==> src/rtl/bus_init_seq_pkg.sv <==
// Shared types for the host-driven peripheral bus initiator.
package bus_init_seq_pkg;

    localparam int BUS_ADDR_W = 24;
    localparam int BUS_DATA_W = 8;

    typedef enum logic [1:0] {
        IDLE,
        ADDR,
        HOLD,
        RESP
    } state_e;

    typedef struct packed {
        logic                  write;
        logic [BUS_ADDR_W-1:0] address;
        logic [BUS_DATA_W-1:0] data;
    } cmd_t;

endpackage

==> src/rtl/bus_init_seq_cmd_fifo.sv <==
// Small synchronous command FIFO; caller never pushes when full.
module bus_init_seq_cmd_fifo
    import bus_init_seq_pkg::*;
#(
    parameter int DEPTH = 4
) (
    input  logic clk,
    input  logic reset,
    input  logic push_i,
    input  cmd_t din_i,
    input  logic pop_i,
    output cmd_t dout_o,
    output logic full_o,
    output logic empty_o
);

    localparam int AW = $clog2(DEPTH);
    localparam logic [AW:0] FULL_CNT = (AW + 1)'(DEPTH);

    cmd_t          mem_q [DEPTH];
    logic [AW-1:0] wr_q;
    logic [AW-1:0] rd_q;
    logic [AW:0]   cnt_q;

    always_ff @(posedge clk) begin
        if (reset) begin
            wr_q  <= '0;
            rd_q  <= '0;
            cnt_q <= '0;
        end else begin
            if (push_i) wr_q <= wr_q + 1'b1;
            if (pop_i)  rd_q <= rd_q + 1'b1;
            cnt_q <= cnt_q + {{AW{1'b0}}, push_i}
                           - {{AW{1'b0}}, pop_i};
        end
    end

    // Storage needs no reset; the count alone defines validity.
    always_ff @(posedge clk) begin
        if (push_i) mem_q[wr_q] <= din_i;
    end

    assign dout_o  = mem_q[rd_q];
    assign full_o  = (cnt_q == FULL_CNT);
    assign empty_o = (cnt_q == '0);

endmodule

==> src/rtl/bus_init_seq.sv <==
// Replays queued host register reads/writes as three-tick bus cycles.
module bus_init_seq
    import bus_init_seq_pkg::*;
#(
    parameter int CMD_DEPTH = 4
) (
    input  logic                  clk,
    input  logic                  reset,
    input  logic                  clk_ce,
    input  logic                  cmd_valid,
    output logic                  cmd_ready,
    input  logic                  cmd_write,
    input  logic [BUS_ADDR_W-1:0] cmd_address,
    input  logic [BUS_DATA_W-1:0] cmd_data,
    output logic                  rsp_valid,
    input  logic                  rsp_ready,
    output logic                  rsp_write,
    output logic [BUS_DATA_W-1:0] rsp_data,
    output logic                  bus_req,
    input  logic                  bus_grant,
    output logic                  bus_write,
    output logic [BUS_ADDR_W-1:0] bus_address_out,
    output logic [BUS_DATA_W-1:0] bus_data_out,
    input  logic [BUS_DATA_W-1:0] bus_data_in,
    output logic                  busy
);

    cmd_t head;
    cmd_t push_cmd;
    logic full;
    logic empty;
    logic push;
    logic pop;

    state_e                state_q;
    logic                  txn_write_q;
    logic                  bus_write_q;
    logic [BUS_ADDR_W-1:0] addr_q;
    logic [BUS_DATA_W-1:0] data_q;
    logic                  rsp_valid_q;
    logic                  rsp_write_q;
    logic [BUS_DATA_W-1:0] rsp_data_q;

    assign push_cmd = '{write: cmd_write,
                        address: cmd_address,
                        data: cmd_data};
    assign push = cmd_valid && !full;
    assign pop  = clk_ce && (state_q == IDLE)
               && !empty && bus_grant;

    bus_init_seq_cmd_fifo #(
        .DEPTH (CMD_DEPTH)
    ) u_fifo (
        .clk     (clk),
        .reset   (reset),
        .push_i  (push),
        .din_i   (push_cmd),
        .pop_i   (pop),
        .dout_o  (head),
        .full_o  (full),
        .empty_o (empty)
    );

    always_ff @(posedge clk) begin
        if (reset) begin
            state_q     <= IDLE;
            txn_write_q <= 1'b0;
            bus_write_q <= 1'b0;
            addr_q      <= '0;
            data_q      <= '0;
            rsp_valid_q <= 1'b0;
            rsp_write_q <= 1'b0;
            rsp_data_q  <= '0;
        end else begin
            if (clk_ce) begin
                unique case (state_q)
                    IDLE: begin
                        if (!empty && bus_grant) begin
                            addr_q      <= head.address;
                            data_q      <= head.data;
                            bus_write_q <= head.write;
                            txn_write_q <= head.write;
                            state_q     <= ADDR;
                        end
                    end
                    ADDR: begin
                        bus_write_q <= 1'b0;
                        rsp_data_q  <= txn_write_q ? '0 : bus_data_in;
                        state_q     <= HOLD;
                    end
                    HOLD: begin
                        addr_q      <= '0;
                        data_q      <= '0;
                        rsp_valid_q <= 1'b1;
                        rsp_write_q <= txn_write_q;
                        state_q     <= RESP;
                    end
                    RESP: ;
                endcase
            end
            // The response handshake runs at core rate, not tick rate.
            if (state_q == RESP && rsp_valid_q && rsp_ready) begin
                rsp_valid_q <= 1'b0;
                state_q     <= IDLE;
            end
        end
    end

    assign cmd_ready       = !full;
    assign bus_req         = ((state_q == IDLE) && !empty)
                          || (state_q == ADDR)
                          || (state_q == HOLD);
    assign busy            = !empty || (state_q != IDLE);
    assign bus_write       = bus_write_q;
    assign bus_address_out = addr_q;
    assign bus_data_out    = data_q;
    assign rsp_valid       = rsp_valid_q;
    assign rsp_write       = rsp_write_q;
    assign rsp_data        = rsp_data_q;

endmodule

==> config.mk <==
export PLATFORM = sky130hd
export DESIGN_NAME = bus_init_seq
export DESIGN_NICKNAME = d
export VERILOG_FILES = /design/src/rtl/bus_init_seq_pkg.sv /design/src/rtl/bus_init_seq_cmd_fifo.sv /design/src/rtl/bus_init_seq.sv
export SDC_FILE = /design/constraint.sdc
export NUM_CORES = 1
export LEC_CHECK = 0
export ABC_AREA = 1
export BUFFER_PORTS_ARGS = -buffer_cell sky130_fd_sc_hd__buf_2
export CORE_MARGIN = 5
export CORE_UTILIZATION = 58
export DETAILED_ROUTE_END_ITERATION = 8
export PLACE_DENSITY = 0.88
export SYNTH_ARGS = -nofsm -noshare
export SYNTH_HDL_FRONTEND = slang
export SYNTH_SLANG_ARGS = --single-unit
==> constraint.sdc <==
create_clock -name clk -period 3.6 [get_ports clk]
set_input_delay 0.72 -clock clk [delete_from_list [all_inputs] [get_ports clk]]
set_output_delay 0.72 -clock clk [all_outputs]
set_load 0.1 [all_outputs]
==> results.toml <==
[status]
status = "complete, no violations"

[synth]
yosysMostFrequentCell = "nand2_1"
synthCells = 820
yosys_warnings = 0
synth-async-reset-ratio = 0
synth_common_cells = "nand2_1, edfxtp_1, nor2_1, dfxtp_1, inv_1"
synthSimpleGateAreaFrac = 0.252
synth_xor_area_frac = 0.00228
synth_top_family_by_area = "simple AND/OR/NAND/NOR gates"
synth-compound-area-share = 0.0178
syn-num-nets = 879
synthesis.area_mm2 = 0.00767
synth_area_per_cell_um2 = 9.35
synth-main-ff-cell = "edfxtp_1"
synth_top_area_cell = "edfxtp_1"
synthTopCellsByArea = "edfxtp_1, nand2_1, dfxtp_1, nor2_1, inv_1"
synthAdderAreaFrac = 0.0206
synth_enable_flop_cells = 132
synth_top_area_share = 0.517
synth.area.mux_share = 0
synth-seq-cells = 187
seq_area_frac_synth = 0.660
synth_cell_types = 20

[cells_and_area]
nFillCells = 945
stdcell_count = 1095
seq_area_mm2 = 0.00507
syn_to_final_growth_pct = 15.7
multi_input_area_mm2 = 0.00228
fin_area_mm2 = 0.00888
drive_gt1_frac = 0.154
final_nets = 964

[worst_setup_path]
start_kind = "register"
ff2ff_setup_slack_ns = 1.17
path_class = "register to output port"
cp_max_fo = 5
endpoint_kind = "output port"
required_ns = 2.88
cp.arrival_ns = 1.80
r2r-start = "state_q[1]$_SDFFE_PP0P_"
r2r_end = "u_fifo.cnt_q[2]$_SDFF_PP0_"
rr_worst_depth = 10

[timing]
finalSetupTns_ns = 0
fin_ws_ns = 1.08
final-setup-viol-count = 0
tightestPinTransition_ns = 1.13
clock_skew_ns = 0.00878
hold_viol_final = 0
rsz0062_at_grt = "no"
min_period_ns = 2.52
max-slew-margin-rel = 0.244
maxSlewViolCount = 0
min_period_over_period = 0.699
fmax_ghz = 0.397

[clock_tree]
h-tree-depth = 4
clock_latency_ns = 0.43
clkTransAtPathRegs_ns = 0.07
cts_num_sinks = 187
cts_buffers = 17
clockBufferDepth = 2
cts_hold_buf = 0
cts_resized = 0
clock-root-buffer = "clkbuf_16"
cts_tree = "yes"
cts_setup_buffers = 0

[power]
pwr-share-seq = 0.393
p_leak_uw = 0.00405
power_uw = 7020
intPower_uw = 4180
p_switching_uw = 2850
combinationalPowerShare = 0.349
p_per_area_mw_per_mm2 = 791
swShare = 0.405
p_clk_frac = 0.258
ir_worst_vdd_mv = 0.489

[routing]
post_drt_via_cell_ratio = 4.92
wl_um = 15200
drc_errors = 0
drtIter0Drc = 425
vias = 5383
first_pass_iters = 5
ant_nets = 0
wire_per_inst_um = 13.9

[floorplanning]
die_x_um = 125
die_area_mm2 = 0.0156
initial_core_util = 0.586
die_h_um = 125
core-area_mm2 = 0.0131
rows = 42
io_pins = 93

[worst_hold_path]
min_from = "rsp_data[7]$_SDFFE_PP0P_"
hold_class = "register to register"
hold_depth = 2
holdPathEnd = "rsp_data[7]$_SDFFE_PP0P_"

[grt]
grt_max_degree = 67
antenna_found_initial = 2
grt_pass1_vias = 5135
grt_pass1_wl_um = 24500
grt-ovfl-total = 0
track_usage = 0.199

[placed_design]
hpwl_um = 8900
io_buffers = 92
pre_cts_ws_ns = 1.19
post_dp_cell_area_mm2 = 0.00828
gp_congestion = 0.809
dp_cells = 1062

[job]
drv_cap = 0
==> state kept, by name, summed over array words and instances (netlist names), named ones only <==
name,count
bus_address_out,24
u_fifo.wr_q,2
txn_write_q,1
rsp_data,8
bus_write,1
state_q,2
rsp_valid,1
u_fifo.rd_q,2
u_fifo.mem_q,132
u_fifo.cnt_q,3
bus_data_out,8
rsp_write,1
==> per-stage QoR <==
step	hold slack (ns)	util
3_5_place_dp	0.455	0.633
5_1_grt	0.482	0.678
4_1_cts	0.466	0.678
6_report	0.466	0.678
2_1_floorplan	0.452	-
3_3_place_gp	0.450	0.633
==> critical path, stage by stage (launching register included) <==
cell and delay (ns):
dfxtp_1 0.34, inv_1 0.11, ha_1 0.30, a21oi_1 0.10
nand2_1 0.09, buf_2 0.43
==> placed cells by master, fill, tap and decap left out, drive strengths merged <==
cell type | netlist | final
fa | 1 | 1
xor2 | 1 | 1
diode | 0 | 1
nand3 | 17 | 17
buf | 21 | 101
clkinv | 0 | 4
nand2 | 422 | 422
o31ai | 1 | 1
dfxtp | 55 | 55
a21oi | 21 | 21
ha | 11 | 11
o21ai | 4 | 4
xnor2 | 1 | 1
edfxtp | 132 | 132
clkbuf | 14 | 23
inv | 48 | 53
nor2 | 71 | 71
==> per-layer routing <==
layer | part of all wire | global-route usage | up-vias
met5 | 0.00046 | 0 | -
met4 | 0.026 | 0.0931 | 2
met3 | 0.067 | 0.0478 | 34
met2 | 0.51 | 0.346 | 171
met1 | 0.40 | 0.232 | 2418
li1 | - | - | 2758
==> kinds of logic (layout without fill, tap and decap cells) <==
logic type | after synthesis | count (layout)
DFF | 187 | 187
buffers and inverters | 83 | 181
other | 0 | 1
adders and majority gates | 12 | 12
AOI/OAI and AO/OA | 26 | 26
xor gates and xnor gates | 2 | 2
and+or+nand+nor | 510 | 510
==> cell type report <==
cell class,count,share of cell area
tap,176,0.0248
multi-input combinational,550,0.257
clock buffer,23,0.0610
sequential,187,0.571
clock inverter,9,0.00606
timing repair buffer,101,0.0595
inverter,48,0.0203
antenna,1,0.000282
==> how the worst max path moves through the flow <==
stage | from | end | cells after the start
2_1_floorplan | u_fifo.cnt_q[1]$_SDFF_PP0_ | u_fifo.mem_q[0][0]$_DFFE_PP_ | 4
3_3_place_gp | clk_ce | bus_address_out[3]$_SDFFE_PP0P_ | 9
3_5_place_dp | clk_ce | bus_address_out[3]$_SDFFE_PP0P_ | 9
4_1_cts | state_q[1]$_SDFFE_PP0P_ | bus_req | 5
5_1_grt | state_q[1]$_SDFFE_PP0P_ | bus_req | 5
6_report | state_q[1]$_SDFFE_PP0P_ | bus_req | 5
==> power by group through the flow <==
stage | Sequential [uW] | Clock, uW | Combinational [uW]
after detailed placement | 2810 | 0 | 2440
after floorplan | 3680 | 0 | 1130
after global placement | 2790 | 0 | 2400
after CTS | 2760 | 1830 | 2460
final | 2760 | 1810 | 2450
after global routing | 2790 | 1930 | 2650
Power figures use the tool's default switching activity.
